## src/rtl/word_ingress_if.sv

```systemverilog
// Byte-in / word-out handshake bundle for word_ingress.
// The master side feeds bytes and accepts words; the slave side is the assembler.
interface word_ingress_if #(
  parameter int BYTES_PER_WORD = 4
) ();
  localparam int BW = $clog2(BYTES_PER_WORD + 1);

  logic [7:0]                  Data;
  logic                        DataValid;
  logic                        Flush;
  logic                        Rdyn;
  logic [8*BYTES_PER_WORD-1:0] WordData;
  logic [BW-1:0]               WordBytes;
  logic                        WordValid;
  logic                        WordReady;
  logic                        Overrun;

  modport master (
    output Data, DataValid, Flush, WordReady,
    input  Rdyn, WordData, WordBytes, WordValid, Overrun
  );

  modport slave (
    input  Data, DataValid, Flush, WordReady,
    output Rdyn, WordData, WordBytes, WordValid, Overrun
  );
endinterface

```

## src/rtl/word_ingress.sv

```systemverilog
// Byte-to-word assembler: packs accepted bytes into words, flushes partial words,
// and buffers completed words in a first-word-fall-through FIFO.
module word_ingress #(
  parameter int BYTES_PER_WORD = 4,
  parameter int FIFO_DEPTH     = 4,
  parameter int BIG_ENDIAN     = 0
) (
  input  logic          Clk,
  input  logic          ARstn,
  word_ingress_if.slave bus
);
  localparam int CW = $clog2(BYTES_PER_WORD);
  localparam int BW = $clog2(BYTES_PER_WORD + 1);
  localparam int PW = $clog2(FIFO_DEPTH);
  localparam int WW = 8 * BYTES_PER_WORD;

  logic [CW-1:0] cnt_q, cnt_d;
  logic [WW-1:0] asm_q, asm_d;
  logic [WW-1:0] mem_q [FIFO_DEPTH];
  logic [WW-1:0] mem_d [FIFO_DEPTH];
  logic [BW-1:0] nb_q [FIFO_DEPTH];
  logic [BW-1:0] nb_d [FIFO_DEPTH];
  logic [PW-1:0] wr_ptr_q, wr_ptr_d;
  logic [PW-1:0] rd_ptr_q, rd_ptr_d;
  logic [PW:0]   occ_q, occ_d;
  logic          rdyn_q, rdyn_d;
  logic          overrun_q, overrun_d;

  logic          accept;
  logic          flush_ok;
  logic          complete;
  logic          push;
  logic          pop;
  logic [WW-1:0] push_word;
  logic [BW-1:0] push_bytes;

  // The incoming byte is merged before the flush decision, so a same-cycle
  // byte+flush emits a word containing that byte.
  always_comb begin
    accept     = bus.DataValid & ~rdyn_q;
    flush_ok   = bus.Flush & ~rdyn_q;
    complete   = accept & (cnt_q == CW'(BYTES_PER_WORD - 1));
    push_bytes = BW'(cnt_q) + BW'(accept);
    push_word  = asm_q;
    for (int k = 0; k < BYTES_PER_WORD; k++) begin
      if (accept && (cnt_q == CW'(k))) begin
        if (BIG_ENDIAN != 0) begin
          push_word[8*(BYTES_PER_WORD-1-k) +: 8] = bus.Data;
        end else begin
          push_word[8*k +: 8] = bus.Data;
        end
      end
    end
    push = complete | (flush_ok & (push_bytes != '0));
    pop  = (occ_q != '0) & bus.WordReady;
  end

  always_comb begin
    cnt_d     = push ? '0 : cnt_q + CW'(accept);
    asm_d     = push ? '0 : push_word;
    mem_d     = mem_q;
    nb_d      = nb_q;
    if (push) begin
      mem_d[wr_ptr_q] = push_word;
      nb_d[wr_ptr_q]  = push_bytes;
    end
    wr_ptr_d  = wr_ptr_q + PW'(push);
    rd_ptr_d  = rd_ptr_q + PW'(pop);
    occ_d     = occ_q + (PW+1)'(push) - (PW+1)'(pop);
    rdyn_d    = (occ_d == (PW+1)'(FIFO_DEPTH));
    overrun_d = overrun_q | (bus.DataValid & rdyn_q);
  end

  // Storage is cleared on reset so the head word reads as zero while empty after reset.
  always_ff @(posedge Clk or negedge ARstn) begin
    if (!ARstn) begin
      cnt_q     <= '0;
      asm_q     <= '0;
      for (int i = 0; i < FIFO_DEPTH; i++) begin
        mem_q[i] <= '0;
        nb_q[i]  <= '0;
      end
      wr_ptr_q  <= '0;
      rd_ptr_q  <= '0;
      occ_q     <= '0;
      rdyn_q    <= 1'b1;
      overrun_q <= 1'b0;
    end else begin
      cnt_q     <= cnt_d;
      asm_q     <= asm_d;
      for (int i = 0; i < FIFO_DEPTH; i++) begin
        mem_q[i] <= mem_d[i];
        nb_q[i]  <= nb_d[i];
      end
      wr_ptr_q  <= wr_ptr_d;
      rd_ptr_q  <= rd_ptr_d;
      occ_q     <= occ_d;
      rdyn_q    <= rdyn_d;
      overrun_q <= overrun_d;
    end
  end

  assign bus.Rdyn      = rdyn_q;
  assign bus.WordData  = mem_q[rd_ptr_q];
  assign bus.WordBytes = nb_q[rd_ptr_q];
  assign bus.WordValid = (occ_q != '0);
  assign bus.Overrun   = overrun_q;
endmodule
```

## src/flat_wrapper.sv

```systemverilog
// flat-port wrapper written by rule: the top's interface ports become plain ports
module word_ingress_flat 
#(
  parameter int BYTES_PER_WORD = 4,
  parameter int FIFO_DEPTH     = 4,
  parameter int BIG_ENDIAN     = 0
)
  (Clk, ARstn, bus_Data, bus_DataValid, bus_Flush, bus_WordReady, bus_Rdyn, bus_WordData, bus_WordBytes, bus_WordValid, bus_Overrun);
  word_ingress_if #(.BYTES_PER_WORD(BYTES_PER_WORD)) bus_i ();
  input  logic Clk;
  input  logic ARstn;
  input wire logic [$bits(bus_i.Data)-1:0] bus_Data;
  input wire logic [$bits(bus_i.DataValid)-1:0] bus_DataValid;
  input wire logic [$bits(bus_i.Flush)-1:0] bus_Flush;
  input wire logic [$bits(bus_i.WordReady)-1:0] bus_WordReady;
  output wire logic [$bits(bus_i.Rdyn)-1:0] bus_Rdyn;
  output wire logic [$bits(bus_i.WordData)-1:0] bus_WordData;
  output wire logic [$bits(bus_i.WordBytes)-1:0] bus_WordBytes;
  output wire logic [$bits(bus_i.WordValid)-1:0] bus_WordValid;
  output wire logic [$bits(bus_i.Overrun)-1:0] bus_Overrun;
  assign bus_i.Data = bus_Data;
  assign bus_i.DataValid = bus_DataValid;
  assign bus_i.Flush = bus_Flush;
  assign bus_i.WordReady = bus_WordReady;
  assign bus_Rdyn = bus_i.Rdyn;
  assign bus_WordData = bus_i.WordData;
  assign bus_WordBytes = bus_i.WordBytes;
  assign bus_WordValid = bus_i.WordValid;
  assign bus_Overrun = bus_i.Overrun;
  word_ingress #(.BYTES_PER_WORD(BYTES_PER_WORD), .FIFO_DEPTH(FIFO_DEPTH), .BIG_ENDIAN(BIG_ENDIAN)) u_core (.Clk(Clk), .ARstn(ARstn), .bus(bus_i));
endmodule
```

## config.mk

```make
export PLATFORM = sky130hd
export DESIGN_NAME = word_ingress_flat
export DESIGN_NICKNAME = d
export VERILOG_FILES = /design/src/rtl/word_ingress_if.sv /design/src/rtl/word_ingress.sv /design/src/flat_wrapper.sv
export SDC_FILE = /design/constraint.sdc
export NUM_CORES = 1
export LEC_CHECK = 0
export ABC_CLOCK_PERIOD_IN_PS = 3900
export BUFFER_PORTS_ARGS = -buffer_cell sky130_fd_sc_hd__clkbuf_2
export CAP_MARGIN = 20
export CORE_MARGIN = 2
export CORE_UTILIZATION = 60
export CTS_BUF_LIST = sky130_fd_sc_hd__clkbuf_16
export DETAILED_ROUTE_END_ITERATION = 8
export GPL_TIMING_DRIVEN = 0
export PLACE_DENSITY = 0.79
export RECOVER_POWER = 100
export SKIP_LAST_GASP = 1
export SYNTH_ARGS = -nofsm -noshare
export SYNTH_HDL_FRONTEND = slang
export SYNTH_SLANG_ARGS = --single-unit
```

## constraint.sdc

```tcl
create_clock -name Clk -period 3.9 [get_ports Clk]
set_input_delay 0.39 -clock Clk [delete_from_list [all_inputs] [get_ports Clk]]
set_output_delay 0.39 -clock Clk [all_outputs]
set_load 0.02 [all_outputs]
```

# [Word-level counts from Yosys, hierarchy flattened]
# Index checks and enable logic that the tools add are counted.
[totals] reg_bits=183 in_bits=13 output_inout_bits=38 wordCells=65
[classes] add_sub_neg=6 magnitude_cmp=3 eq_ne=4 mux=18 bitwise_logic=11 reduce_logical=8
[ops] operator="bitwise mux 128 bit" n=1
[ops] operator="2-to-1 mux 32 bit" n=4
[ops] operator="binary-select mux 32 bit (select 2 bit)" n=1
[ops] operator="demux 32 bit (select 2 bit)" n=1
[ops] operator="2-to-1 mux 8 bit" n=4
[ops] operator="bitwise mux 12 bit" n=1
[ops] operator="2-to-1 mux 3 bit" n=3
[ops] operator="adder 2 x 1 -> 2 bit" n=3
[ops] operator="AND 1 bit" n=6
[ops] operator="binary-select mux 3 bit (select 2 bit)" n=1
[ops] operator="demux 3 bit (select 2 bit)" n=1
[ops] operator=">= comparator 3 bit (second input constant)" n=2
[ops] operator="NOT 2 -> 3 bit" n=2
[ops] operator="nonzero test 3 bit" n=2
[ops] operator="logical AND 1 bit" n=5
[ops] operator="== test 2 bit (second input constant)" n=2
[ops] operator="adder 2 x 1 -> 3 bit" n=1
[ops] operator="adder 3 x 1 -> 3 bit" n=1
[ops] operator="== test 3 bit (second input constant)" n=1
[ops] operator="less-than comparator 3 x 1 -> 1 bit (second input constant)" n=1
[ops] operator="subtractor 3 x 1 -> 3 bit" n=1
[ops] operator="== test 2 x 1 -> 1 bit (second input constant)" n=1
[ops] operator="logical NOT 2 bit" n=1
[ops] operator="2-to-1 mux 2 bit" n=1
[ops] operator="other kinds (2)" n=3

# [Depth between registers and ports, before layout]
# Gate-level depths: netlist of run 1.
[logic_depth] depth_word=9 mapped_depth=15 ltp_nobuf=11

# [Worst setup path before layout of run 1]
# No wires, ideal clock.
[synth_path] path_type="register to register" start="register u_core.rdyn_q, in the netlist u_core.bus.Rdyn" end="register u_core.rdyn_q, in the netlist u_core.bus.Rdyn" setup_time_ns=0.084 t_arrival_ns=3.589 required_ns=3.816 path_slack_ns=0.227 stages_incl_launch_ff=16 path_cell_list="dfstp_2 > buf_2 > nor2b_1 > ha_1 > ha_1 > or3_1 > clkbuf_1 > buf_4 > a21oi_2 > clkbuf_1 > inv_1 > ha_1 > fa_1 > xnor2_1 > xnor2_1 > nor3b_1"
[synth_via] elab_chain_len=9 word_cells_on_any_way=11 cone_classes="add/sub: 3; eq/ne: 1; bitwise: 6; reduce/logical: 1"
[synth_lines] item="start: declaration" line="word_ingress.sv:26" text="logic rdyn_q, rdyn_d;"
[synth_lines] item="start signal: assignment" line="word_ingress.sv:98" text="rdyn_q <= rdyn_d;"
[synth_lines] item="NOT 1 bit" line="word_ingress.sv:40" text="accept = bus.DataValid & ~rdyn_q;"
[synth_lines] item="AND 1 bit" line="word_ingress.sv:40"
[synth_lines] item="adder 2 x 1 -> 3 bit" line="word_ingress.sv:43" text="push_bytes = BW'(cnt_q) + BW'(accept);"
[synth_lines] item="via u_core.push_bytes[1]" line="word_ingress.sv:35" text="logic [BW-1:0] push_bytes;"
[synth_lines] item="nonzero test 3 bit" line="word_ingress.sv:54" text="push = complete | (flush_ok & (push_bytes != '0));"
[synth_lines] item="AND 1 bit" line="word_ingress.sv:54"
[synth_lines] item="OR 1 bit" line="word_ingress.sv:54"
[synth_lines] item="adder 3 x 1 -> 3 bit" line="word_ingress.sv:69" text="occ_d = occ_q + (PW+1)'(push) - (PW+1)'(pop);"
[synth_lines] item="subtractor 3 x 1 -> 3 bit" line="word_ingress.sv:69"
[synth_lines] item="via u_core.occ_d[2]" line="word_ingress.sv:25" text="logic [PW:0] occ_q, occ_d;"
[synth_lines] item="== test 3 bit" line="word_ingress.sv:70" text="rdyn_d = (occ_d == (PW+1)'(FIFO_DEPTH));"
[synth_lines] item="via u_core.rdyn_d" line="word_ingress.sv:26"
# The timed path passes the listed nets, and every way through them passes these cells.
# A chain may end at the register's enable or synchronous reset.

# [Worst setup path in the final report of run 1]
[layout_path] start="register u_core.rdyn_q, in the netlist u_core.bus.Rdyn" end="register u_core.mem_q[7] (netlist bit)"
[layout_via] elab_chain_len=6 word_cells_on_any_way=11 cone_classes="add/sub: 1; mux: 2; bitwise: 6; reduce/logical: 2"
[layout_lines] item="NOT 1 bit" line="word_ingress.sv:40"
[layout_lines] item="AND 1 bit" line="word_ingress.sv:40"
[layout_lines] item="adder 2 x 1 -> 3 bit" line="word_ingress.sv:43"
[layout_lines] item="via u_core.push_bytes[1]" line="word_ingress.sv:35"
[layout_lines] item="nonzero test 3 bit" line="word_ingress.sv:54"
[layout_lines] item="AND 1 bit" line="word_ingress.sv:54"
[layout_lines] item="OR 1 bit" line="word_ingress.sv:54"
[layout_lines] item="end signal: indexed assignment" line="word_ingress.sv:92" text="mem_q[i] <= mem_d[i];"
[layout_lines] item="end: declaration" line="word_ingress.sv:19" text="logic [WW-1:0] mem_q [FIFO_DEPTH];"
# The timed path passes the listed nets, and every way through them passes these cells.

==> impl_metrics.env, run 1 <==
export IMPL_grt_antenna_before_repair=0
export IMPL_clkSlewWorstSetupHoldPaths_ps=70
export IMPL_postSynthAreaPerCell_um2=14.3
export IMPL_chipHeight_um=126
export IMPL_global_route_overflow_total=0
export IMPL_synthesis_instances=627
export IMPL_part_of_the_power_in_the_clock_network_pct=21.9
export IMPL_post_route_cell_area_um2=9700
export IMPL_design_portCount=51
export IMPL_timing_final_setup_violations=0
export IMPL_drt_first_iter_violations=553
export IMPL_ff_latch_area_um2=4580
export IMPL_critPathLaunch="u_core.bus.Rdyn$_DFF_PN1_"
export IMPL_synth_compound_area_share_pct=3.78
export IMPL_critical_path_slowest_cell="sky130_fd_sc_hd__nor3_1"
export IMPL_netSwitchingFraction_pct=37.3
export IMPL_cap_violations=1
export IMPL_violations="capacitance limit, slew limit"
export IMPL_p_int_mw=4.96
export IMPL_static_leakage_power_nw=4.51
export IMPL_hpwl_um=14300
export IMPL_layout_drive_gt1_share_pct=25.1
export IMPL_wl_um=21700
export IMPL_synth_adder_area_share_pct=1.06
export IMPL_cp_required_ps=4210
export IMPL_chipWidth_um=126
export IMPL_postRouteAntennaNets=0
export IMPL_status="complete, but fails checks"
export IMPL_antenna_cells=0
export IMPL_synth_mux_area_share_pct=28.1
export IMPL_multi_input_area_um2=3790
export IMPL_final_layout_setup_total_negative_slack_ps=0
export IMPL_post_dp_cell_area_um2=9450
export IMPL_timing_hold_ws_ps=307
export IMPL_die_area_um2=15900
export IMPL_r2r_end="u_core.mem_q[7]$_DFFE_PN0P_"
export IMPL_place_inst=862
export IMPL_grt_start_max_net_pins=105
export IMPL_cp_cell_sequence="clkbuf_4 > nor2b_1 > ha_1 > ha_1 > nor3_1 > o2bb2ai_1 > clkbuf_1 > mux2_1"
export IMPL_critical_path_startpoint_type="flop"
export IMPL_post_synth_and_or_nand_nor_area_fraction_pct=11.2
export IMPL_synth_fp_nets=647
export IMPL_power_net_switching_mw=2.95
export IMPL_dpl_worst_slack_ps=-357
export IMPL_cts_tree="done"
export IMPL_worstPathArrival_ps=4030
export IMPL_port_buffers=50
export IMPL_grt_pass1_vias=6119
export IMPL_first_pass_grt_wire_length_um=34700
export IMPL_worst_r2r_cell_count=8
export IMPL_timing_critical_path_slowest_cell_delay_ps=770
export IMPL_syn_area_um2=8940
export IMPL_synth_top_family_by_area="multiplexers"
export IMPL_clock_tree_htree_level_count=4
export IMPL_synthArstFlopShare_pct=100
export IMPL_global_route_usage_total_pct=28.7
export IMPL_max_clock_path_buffers=2
export IMPL_clock_sinks=183
export IMPL_cts_inserted_buffers=17
export IMPL_final_nets=717
export IMPL_p_per_area_nw_per_um2=815
export IMPL_viasPerCell=6.44
export IMPL_critical_path_reg2reg_startpoint="u_core.bus.Rdyn$_DFF_PN1_"
export IMPL_yosys_cell_types_count=43
export IMPL_ys_warnings_count=0
export IMPL_relSlewSlack_pct=-71.4
export IMPL_nFillCells=1117
export IMPL_worst_reg2reg_setup_slack_ps=190
export IMPL_setup_slack_ps=187
export IMPL_place_gp_congestion=0.955
export IMPL_fin_util_pct=66.8
export IMPL_areaGrowthSynthToFinish_pct=8.55
export IMPL_power_sequential_fraction_pct=37.0
export IMPL_maxSlewViolCount=105
export IMPL_totalPowerFinal_mw=7.91
export IMPL_cts_root_buf="sky130_fd_sc_hd__clkbuf_16"
export IMPL_min_delay_path_class="input port to flop"
export IMPL_fp_row_count=44
export IMPL_routedWlPerCell_um=24.2
export IMPL_final_min_clock_period_ps=3710
export IMPL_timing_worst_setup_path_type="flop to flop"
export IMPL_drc_errors=0
export IMPL_number_of_endpoints_with_negative_hold_slack_in_the_final_report=0
export IMPL_synth_edff_count=0
export IMPL_design_core_area_um2=14500
export IMPL_cp_max_fo=10
export IMPL_grt_setup_unrepaired="no"
export IMPL_share_of_the_cycle_needed_by_the_critical_path_after_routing_pct=95.2
export IMPL_firstDrtPassIters=5
export IMPL_share_comb_of_total_power_pct=41.1
export IMPL_critPathCapture="u_core.mem_q[7]$_DFFE_PN0P_"
export IMPL_max_slew_worst_pin_slew_ps=2570
export IMPL_synthFlopType="sky130_fd_sc_hd__dfrtp_1"
export IMPL_fin_skew_ps=12.2
export IMPL_max_clock_freq_mhz=269
export IMPL_endpoint_kind="flop"
export IMPL_vias=5758
export IMPL_floorplan_initialDensity_pct=61.5
export IMPL_synth_seq_area_share_pct=51.3
export IMPL_fraction_of_synthesized_cell_area_in_xor_and_xnor_cells_pct=0.392
export IMPL_postSynthRegisterBits=183
export IMPL_final_cell_count_no_fill=894
export IMPL_worst_skew_pair_late_latency_ps=430
export IMPL_crit_top_cell="sky130_fd_sc_hd__ha_1"
export IMPL_power_ir_vdd_worst_uv=478
[synth_stat cells, types with 2 or more instances]
cell type                  count  area share (%)
sky130_fd_sc_hd__nor4_1       16             1.1
sky130_fd_sc_hd__or3_1         2            0.14
sky130_fd_sc_hd__dfrtp_1     182              51
sky130_fd_sc_hd__and2_1       35             2.4
sky130_fd_sc_hd__or4_1         8            0.67
sky130_fd_sc_hd__buf_2        17            0.95
sky130_fd_sc_hd__buf_6         9             1.1
sky130_fd_sc_hd__clkbuf_1     23            0.97
sky130_fd_sc_hd__nand4b_1      2            0.20
sky130_fd_sc_hd__nor2b_1       4            0.28
sky130_fd_sc_hd__xnor2_1       2            0.20
sky130_fd_sc_hd__inv_1        21            0.88
sky130_fd_sc_hd__a211o_1      16             1.6
sky130_fd_sc_hd__nor3b_1       9            0.76
sky130_fd_sc_hd__xor2_1        2            0.20
sky130_fd_sc_hd__nand3b_1     16             1.3
sky130_fd_sc_hd__nand3_1      24             1.3
sky130_fd_sc_hd__nand4_1       8            0.56
sky130_fd_sc_hd__nor4bb_1      4            0.45
sky130_fd_sc_hd__mux2_4       62              10
sky130_fd_sc_hd__ha_1          6            0.84
sky130_fd_sc_hd__mux2_2       69             8.7
sky130_fd_sc_hd__o211ai_1     16             1.3
sky130_fd_sc_hd__a22o_1        3            0.29
sky130_fd_sc_hd__mux4_2       35             8.8
sky130_fd_sc_hd__buf_4         3            0.25
sky130_fd_sc_hd__and3_1       17             1.2
[final cells by class]
class	count	area share [%]
clock inverters	15	1.66
plain buffers	53	2.28
inverters	21	0.812
repair buffers	52	2.24
well taps	184	2.37
clock buffers	17	4.38
flip-flops and latches	183	47.2
multi-input cells	369	39.0
[state kept, by name (all words and copies together) (netlist names)]
| register | flops |
|---|---|
| u_core.asm_q | 32 |
| u_core.bus.Rdyn | 1 |
| u_core.bus.Overrun | 1 |
| u_core.cnt_q | 2 |
| u_core.nb_q | 12 |
| u_core.mem_q | 128 |
| u_core.wr_ptr_q | 2 |
| u_core.occ_q | 3 |
| u_core.rd_ptr_q | 2 |
[per-layer routing]
metal | share of wire [%] | vias up | GRT usage, %
met5 | 0 | - | 0
met3 | 6.1 | 42 | 6.33
li1 | - | 2457 | -
met4 | 2.7 | 0 | 10.9
met1 | 43 | 3048 | 40.9
met2 | 48 | 211 | 44.0
[power by group through the flow]
stage	sequential [mW]	clock, mW	combinational (mW)
2_1_floorplan	2.82	0	2.63
3_3_place_gp	2.88	0	3.41
3_5_place_dp	2.95	0	3.53
4_1_cts	2.93	1.74	3.57
5_1_grt	2.99	1.82	3.49
6_report	2.93	1.73	3.26
[worst min path at each step]
stage	depth (start not counted)	end	from	slack, ps
after floorplan	0	u_core.asm_q[0]$_DFF_PN0_	ARstn	90
after global placement	1	u_core.mem_q[7]$_DFFE_PN0P_	u_core.mem_q[7]$_DFFE_PN0P_	460
after detailed placement	1	u_core.mem_q[57]$_DFFE_PN0P_	u_core.mem_q[57]$_DFFE_PN0P_	470
after CTS	1	u_core.mem_q[94]$_DFFE_PN0P_	ARstn	90
after global routing	2	u_core.bus.Overrun$_DFF_PN0_	bus_DataValid	300
final	2	u_core.bus.Overrun$_DFF_PN0_	bus_DataValid	310
[critical path: cells and delay by family, from the launching register on]
family          cells  cell delay (ps)
simple gates        2              840
buf+inv             2              680
flops               1              580
fa+ha+maj           2              560
compound gates      1              520
mux                 1              420
[repair_timing]
item                                    4_1_cts  5_1_grt
buffers inserted                              1        0
endpoints found under the hold margin         0        0
pin swaps                                     1        0
hold buffers                                  0        0
gates resized for setup                       1        1
endpoints found under the setup margin        2        1
[cell families after synthesis]
| family | count (synthesis) |
|---|---|
| adder cells (fa/ha/maj) | 7 |
| AND/OR/NAND/NOR | 151 |
| flip-flops | 183 |
| XOR/XNOR | 4 |
| AO/OA/AOI/OAI | 40 |
| buffers and inverters | 75 |
| multiplexers | 167 |
[placed cells by master (no fill, tap or decap), types with 2 or more instances in the layout]
cell type,n
sky130_fd_sc_hd__nor4bb_1,4
sky130_fd_sc_hd__inv_1,22
sky130_fd_sc_hd__mux4_2,35
sky130_fd_sc_hd__o211ai_1,16
sky130_fd_sc_hd__a211o_1,16
sky130_fd_sc_hd__clkinv_2,2
sky130_fd_sc_hd__or4_1,8
sky130_fd_sc_hd__xor2_1,2
sky130_fd_sc_hd__nor4_1,16
sky130_fd_sc_hd__nand3_1,24
sky130_fd_sc_hd__clkbuf_2,18
sky130_fd_sc_hd__bufinv_16,3
sky130_fd_sc_hd__a22oi_1,2
sky130_fd_sc_hd__a22o_1,3
sky130_fd_sc_hd__or3_1,2
sky130_fd_sc_hd__clkbuf_1,74
sky130_fd_sc_hd__clkbuf_16,17
sky130_fd_sc_hd__mux2_4,13
sky130_fd_sc_hd__mux2_1,50
sky130_fd_sc_hd__and3_1,17
sky130_fd_sc_hd__nor2b_1,4
sky130_fd_sc_hd__and2_1,13
sky130_fd_sc_hd__clkbuf_4,2
sky130_fd_sc_hd__nand3b_1,16
sky130_fd_sc_hd__and2_0,22
sky130_fd_sc_hd__clkinv_4,3
sky130_fd_sc_hd__dfrtp_1,182
sky130_fd_sc_hd__nand4b_1,2
sky130_fd_sc_hd__xnor2_1,2
sky130_fd_sc_hd__clkinv_1,4
sky130_fd_sc_hd__mux2_2,69
sky130_fd_sc_hd__buf_2,9
sky130_fd_sc_hd__ha_1,6
sky130_fd_sc_hd__nor3b_1,9
sky130_fd_sc_hd__nand4_1,8
Power figures use the tool's default switching activity.
==> run 2, diff against run 1 <==
--- a/config.mk
+++ b/config.mk
@@ -9,11 +9,10 @@
 export BUFFER_PORTS_ARGS = -buffer_cell sky130_fd_sc_hd__clkbuf_2
 export CAP_MARGIN = 20
 export CORE_MARGIN = 2
-export CORE_UTILIZATION = 60
+export CORE_UTILIZATION = 47
 export CTS_BUF_LIST = sky130_fd_sc_hd__clkbuf_16
 export DETAILED_ROUTE_END_ITERATION = 8
 export GPL_TIMING_DRIVEN = 0
-export PLACE_DENSITY = 0.79
 export RECOVER_POWER = 100
 export SKIP_LAST_GASP = 1
 export SYNTH_ARGS = -nofsm -noshare
==> run 2 against run 1 <==
- the flow now finishes without violations
- sequential share of layout area shrank 0.66 points
- combinational power is essentially flat
- utilization is 14 points lower
- critical endpoint is now u_core.bus.Rdyn$_DFF_PN1_
- register-to-register slack better by 50 ps
- critical path type unchanged
==> impl_metrics.env, run 2 (synthesis results as in run 1) <==
export IMPL_postRouteAntennaNets=0
export IMPL_design_core_area_um2=18700
export IMPL_nFillCells=1661
export IMPL_port_buffers=50
export IMPL_netSwitchingFraction_pct=37.4
export IMPL_timing_final_setup_violations=0
export IMPL_hp_start="bus_DataValid"
export IMPL_die_area_um2=20100
export IMPL_critical_path_reg2reg_startpoint="u_core.bus.Rdyn$_DFF_PN1_"
export IMPL_chipWidth_um=142
export IMPL_most_used_cells_in_the_layout_excluding_fill_and_tap_cells="182 x sky130_fd_sc_hd__dfrtp_1, 72 x sky130_fd_sc_hd__clkbuf_1, 69 x sky130_fd_sc_hd__mux2_2"
export IMPL_p_per_area_nw_per_um2=807
export IMPL_largest_register_ffs=128
export IMPL_fin_util_pct=52.6
export IMPL_global_route_usage_total_pct=23.6
export IMPL_floorplan_initialDensity_pct=47.8
export IMPL_number_of_endpoints_with_negative_hold_slack_in_the_final_report=0
export IMPL_worst_hold_path_endpoint="u_core.bus.Overrun$_DFF_PN0_"
export IMPL_drc_errors=0
export IMPL_final_nets=723
export IMPL_hpwl_um=14600
export IMPL_first_pass_grt_wire_length_um=35400
export IMPL_grt_start_max_net_pins=119
export IMPL_fp_row_count=50
export IMPL_most_common_cell_after_layout_fill_and_taps_aside="sky130_fd_sc_hd__dfrtp_1"
export IMPL_worstPathArrival_ps=4030
export IMPL_max_slew_worst_pin_slew_ps=1040
export IMPL_max_clock_freq_mhz=273
export IMPL_design_portCount=51
export IMPL_endpoint_kind="flop"
export IMPL_clock_tree_htree_level_count=4
export IMPL_r2r_end="u_core.bus.Rdyn$_DFF_PN1_"
export IMPL_part_of_the_power_in_the_clock_network_pct=22.3
export IMPL_cap_violations=0
export IMPL_final_min_clock_period_ps=3670
export IMPL_critical_path_startpoint_type="flop"
export IMPL_cts_tree="done"
export IMPL_cp_required_ps=4270
export IMPL_share_of_the_cycle_needed_by_the_critical_path_after_routing_pct=94.0
export IMPL_power_ir_vdd_worst_uv=413
export IMPL_min_delay_path_class="input port to flop"
export IMPL_status="finished clean"
export IMPL_vias=5611
export IMPL_cp_max_fo=10
export IMPL_largest_registers_ranked_by_flip_flop_count="u_core.mem_q x128, u_core.asm_q x32, u_core.nb_q x12"
export IMPL_antenna_cells=0
export IMPL_relSlewSlack_pct=30.4
export IMPL_static_leakage_power_nw=4.56
export IMPL_wl_um=22200
export IMPL_maxSlewViolCount=0
export IMPL_grt_pass1_vias=6155
export IMPL_areaGrowthSynthToFinish_pct=10.1
export IMPL_fin_skew_ps=12.2
export IMPL_top_register="u_core.mem_q"
export IMPL_layout_drive_gt1_share_pct=25.7
export IMPL_max_clock_path_buffers=2
export IMPL_critPathLaunch="u_core.bus.Rdyn$_DFF_PN1_"
export IMPL_worst_r2r_cell_count=14
export IMPL_p_int_mw=4.97
export IMPL_cts_root_buf="sky130_fd_sc_hd__clkbuf_16"
export IMPL_viasPerCell=5.91
export IMPL_grt_antenna_before_repair=0
export IMPL_cts_inserted_buffers=17
export IMPL_timing_worst_setup_path_type="flop to flop"
export IMPL_timing_hold_ws_ps=272
export IMPL_global_route_overflow_total=0
export IMPL_clock_sinks=183
export IMPL_firstDrtPassIters=5
export IMPL_clkSlewWorstSetupHoldPaths_ps=70
export IMPL_post_dp_cell_area_um2=9520
export IMPL_grt_setup_unrepaired="no"
export IMPL_place_gp_congestion=0.921
export IMPL_drt_first_iter_violations=350
export IMPL_worst_reg2reg_setup_slack_ps=230
export IMPL_totalPowerFinal_mw=7.94
export IMPL_post_route_cell_area_um2=9840
export IMPL_power_sequential_fraction_pct=36.6
export IMPL_routedWlPerCell_um=23.4
export IMPL_chipHeight_um=142
export IMPL_holdPathStages=2
export IMPL_worst_skew_pair_late_latency_ps=430
export IMPL_power_net_switching_mw=2.97
export IMPL_share_comb_of_total_power_pct=41.0
[run 2: cell count changes in the layout (fill, tap and decap cells not counted), moves of 2 or more]
cell / delta
sky130_fd_sc_hd__inv_6: +3
sky130_fd_sc_hd__buf_4: +4
sky130_fd_sc_hd__and2_1: +5
sky130_fd_sc_hd__mux2_1: +6
sky130_fd_sc_hd__mux2_4: -6
sky130_fd_sc_hd__clkinv_1: -4
sky130_fd_sc_hd__clkbuf_1: -2
sky130_fd_sc_hd__and2_0: -5
[run 2: stage by stage]
step                setup slack (ps)  instances  TNS [ps]
floorplan                        227        627         0
global placement                -746        911   -134190
detailed placement              -414        912      -621
CTS                             25.6        944         0
global route                    36.6        949         0
finish                           234        949         0
[run 2: repair_timing]
action,in CTS,in global routing
setup endpoints to repair,3,1
hold buffers,1,0
pin swaps,1,0
resized for setup,3,2
hold endpoints to repair,64,0
setup buffers,1,5
[run 2: per-layer routing]
metal	GRT usage, %	share of wire, %	wire (µm)
met2	37.5	47	10500
met3	5.10	5.0	1110
met4	7.79	2.0	447
met1	32.5	46	10100
met5	0	0	0
[run 2: worst max path at each step]
stage / end / cells past startpoint
global placement: u_core.mem_q[41]$_DFFE_PN0P_ / 1
finish: u_core.bus.Rdyn$_DFF_PN1_ / 14
global route: u_core.bus.Rdyn$_DFF_PN1_ / 14
detailed placement: u_core.bus.Rdyn$_DFF_PN1_ / 15
CTS: u_core.bus.Rdyn$_DFF_PN1_ / 14
floorplan: u_core.bus.Rdyn$_DFF_PN1_ / 15
[run 2: worst max-delay path: stages (launching register included)]
cell and delay, ps:
sky130_fd_sc_hd__dfstp_2 640, sky130_fd_sc_hd__nor2b_1 70, sky130_fd_sc_hd__ha_1 180, sky130_fd_sc_hd__ha_2 310
sky130_fd_sc_hd__or3_1 390, sky130_fd_sc_hd__clkbuf_1 160, sky130_fd_sc_hd__buf_4 210, sky130_fd_sc_hd__a21oi_4 180
sky130_fd_sc_hd__clkbuf_4 220, sky130_fd_sc_hd__inv_1 90, sky130_fd_sc_hd__ha_1 220, sky130_fd_sc_hd__fa_1 370
sky130_fd_sc_hd__xnor2_1 180, sky130_fd_sc_hd__xnor2_1 160, sky130_fd_sc_hd__nor3b_2 190
[run 2: power groups by stage]
stage | Sequential (mW) | Combinational [mW] | Clock [mW]
after floorplan | 2.82 | 2.63 | 0
after global placement | 2.89 | 3.47 | 0
after detailed placement | 2.94 | 3.56 | 0
after CTS | 2.92 | 3.59 | 1.81
after global routing | 2.98 | 3.53 | 1.90
final | 2.91 | 3.26 | 1.77
[run 2: layout make-up]
cell class | instances | area [µm²] | share of cell area [%]
Inverter | 21 | 78.8 | 0.801
Clock inverter | 14 | 173 | 1.75
Buffer | 53 | 220 | 2.24
Tap cell | 234 | 293 | 2.98
Multi-Input combinational cell | 369 | 3770 | 38.3
Timing Repair Buffer | 58 | 298 | 3.03
Sequential cell | 183 | 4580 | 46.6
Clock buffer | 17 | 425 | 4.32
==> run 3, diff against run 2 <==
--- a/config.mk
+++ b/config.mk
@@ -13,6 +13,7 @@
 export CTS_BUF_LIST = sky130_fd_sc_hd__clkbuf_16
 export DETAILED_ROUTE_END_ITERATION = 8
 export GPL_TIMING_DRIVEN = 0
+export PLACE_DENSITY = 0.69
 export RECOVER_POWER = 100
 export SKIP_LAST_GASP = 1
 export SYNTH_ARGS = -nofsm -noshare
==> run 3 against run 2 <==
- the run now ends with capacitance limit, slew limit left
- power is 4.5% higher
- cell count down 0.32%
- global-route usage shrank 0.27 points
- routed wire length fell by 0.58%
- final area increased by 3.2%
- largest cell class unchanged
- highest routed layer unchanged
==> impl_metrics.env, run 3 (synthesis results as in run 1) <==
export IMPL_global_route_overflow_total=0
export IMPL_place_inst=912
export IMPL_grt_antenna_before_repair=0
export IMPL_grt_pass1_vias=6148
export IMPL_drt_first_iter_violations=491
export IMPL_design_core_area_um2=18700
export IMPL_areaGrowthSynthToFinish_pct=13.6
export IMPL_clkSlewWorstSetupHoldPaths_ps=70
export IMPL_floorplan_initialDensity_pct=47.8
export IMPL_largest_register_ffs=128
export IMPL_most_used_cells_in_the_layout_excluding_fill_and_tap_cells="182 x sky130_fd_sc_hd__dfrtp_1, 69 x sky130_fd_sc_hd__mux2_2, 62 x sky130_fd_sc_hd__mux2_4"
export IMPL_status="complete, but fails checks"
export IMPL_cts_tree="done"
export IMPL_cp_cell_sequence="nor2b_1 > ha_1 > ha_1 > or3_1 > clkbuf_1 > buf_4 > a21oi_4 > clkbuf_4 > inv_1 > ha_1 > fa_1 > xnor2_1 > xnor2_1 > nor3b_2"
export IMPL_static_leakage_power_nw=4.79
export IMPL_vias=5635
export IMPL_number_of_endpoints_with_negative_hold_slack_in_the_final_report=0
export IMPL_maxSlewViolCount=78
export IMPL_violations="capacitance limit, slew limit"
export IMPL_relSlewSlack_pct=-32.8
export IMPL_cts_inserted_buffers=17
export IMPL_worst_skew_pair_late_latency_ps=430
export IMPL_final_min_clock_period_ps=3670
export IMPL_timing_critical_path_slowest_cell_delay_ps=590
export IMPL_routedWlPerCell_um=23.3
export IMPL_cp_max_fo=10
export IMPL_die_area_um2=20100
export IMPL_cp_required_ps=4250
export IMPL_final_cell_count_no_fill=946
export IMPL_timing_hold_ws_ps=270
export IMPL_postRouteAntennaNets=0
export IMPL_first_pass_grt_wire_length_um=35300
export IMPL_worstPathArrival_ps=4020
export IMPL_most_common_cell_after_layout_fill_and_taps_aside="sky130_fd_sc_hd__dfrtp_1"
export IMPL_cap_violations=1
export IMPL_dpl_worst_slack_ps=-437
export IMPL_max_slew_worst_pin_slew_ps=1990
export IMPL_p_per_area_nw_per_um2=818
export IMPL_design_portCount=51
export IMPL_largest_registers_ranked_by_flip_flop_count="u_core.mem_q x128, u_core.asm_q x32, u_core.nb_q x12"
export IMPL_max_clock_freq_mhz=273
export IMPL_power_sequential_fraction_pct=35.1
export IMPL_worst_reg2reg_setup_slack_ps=230
export IMPL_top_register="u_core.mem_q"
export IMPL_chipHeight_um=142
export IMPL_drc_errors=0
export IMPL_part_of_the_power_in_the_clock_network_pct=21.6
export IMPL_p_int_mw=5.22
export IMPL_grt_setup_unrepaired="no"
export IMPL_endpoint_kind="flop"
export IMPL_final_layout_setup_total_negative_slack_ps=0
export IMPL_critical_path_startpoint_type="flop"
export IMPL_timing_worst_setup_path_type="flop to flop"
export IMPL_fp_row_count=50
export IMPL_viasPerCell=5.96
export IMPL_clock_sinks=183
export IMPL_share_comb_of_total_power_pct=43.3
export IMPL_timing_final_setup_violations=0
export IMPL_setup_slack_ps=233
export IMPL_min_delay_path_class="input port to flop"
export IMPL_place_gp_congestion=0.901
export IMPL_netSwitchingFraction_pct=37.1
export IMPL_max_clock_path_buffers=2
export IMPL_share_of_the_cycle_needed_by_the_critical_path_after_routing_pct=94.0
export IMPL_hpwl_um=14500
export IMPL_critical_path_slowest_cell="sky130_fd_sc_hd__dfstp_2"
export IMPL_layout_drive_gt1_share_pct=40.6
export IMPL_power_ir_vdd_worst_uv=459
export IMPL_power_net_switching_mw=3.08
export IMPL_totalPowerFinal_mw=8.30
export IMPL_antenna_cells=0
export IMPL_wl_um=22000
export IMPL_fin_skew_ps=8.96
export IMPL_clock_tree_htree_level_count=4
export IMPL_grt_start_max_net_pins=107
export IMPL_cts_root_buf="sky130_fd_sc_hd__clkbuf_16"
export IMPL_port_buffers=50
export IMPL_crit_top_cell="sky130_fd_sc_hd__ha_1"
export IMPL_firstDrtPassIters=4
export IMPL_final_nets=719
export IMPL_chipWidth_um=142
export IMPL_global_route_usage_total_pct=23.3
==> run 3: layout make-up <==
type	count	area, µm²
Fill cell	1543	8550
Sequential cell	183	4580
Multi-Input combinational cell	369	3990
Clock buffer	17	425
Buffer	53	303
Timing Repair Buffer	54	300
Tap cell	234	293
Clock inverter	15	185
Inverter	21	78.8
==> run 3: through the flow <==
stage	utilization (%)	area [µm²]
floorplan	-	8940
global placement	50.7	9480
detailed placement	50.9	9520
CTS	54.2	10100
global route	54.3	10200
finish	54.3	10200
==> run 3: worst max-delay path: cells and delay by family, from the launching register on <==
family	cells	cell delay, ps
XOR/XNOR	2	330
flip-flops	1	590
adder cells (fa/ha/maj)	4	1130
AND/OR/NAND/NOR	3	680
buffers and inverters	4	680
AO/OA/AOI/OAI	1	170
==> run 3: per-layer routing <==
layer	track usage (%)	up-vias	part of all wire (%)
li1	-	2472	-
met1	32.2	2968	45
met2	36.7	162	48
met3	5.13	33	5.0
met4	8.16	0	2.3
met5	0	-	0
==> run 3: power by group through the flow <==
stage               Clock, mW  Combinational, mW  Sequential [mW]
finish                   1.79               3.59             2.92
global route             1.90               3.86             2.99
detailed placement          0               3.56             2.94
floorplan                   0               2.63             2.82
CTS                      1.83               3.59             2.92
global placement            0               3.47             2.88
==> run 3: repair_timing <==
item,CTS,global route
pin swaps,1,0
hold endpoints to repair,0,0
endpoints found under the setup margin,3,1
gates resized for setup,3,1
buffers inserted,1,2
hold buffers,0,0
==> run 3: worst paths after layout <==
path / startpoint / end / cells after the start
min in group asynchronous: ARstn / u_core.nb_q[3]$_DFFE_PN0P_ / 1
max reg2reg: u_core.bus.Rdyn$_DFF_PN1_ / u_core.bus.Rdyn$_DFF_PN1_ / 14
min: bus_DataValid / u_core.bus.Overrun$_DFF_PN0_ / 2
max: u_core.bus.Rdyn$_DFF_PN1_ / u_core.bus.Rdyn$_DFF_PN1_ / 14
min reg2reg: u_core.mem_q[58]$_DFFE_PN0P_ / u_core.mem_q[58]$_DFFE_PN0P_ / 1
max in group asynchronous: ARstn / u_core.mem_q[76]$_DFFE_PN0P_ / 2
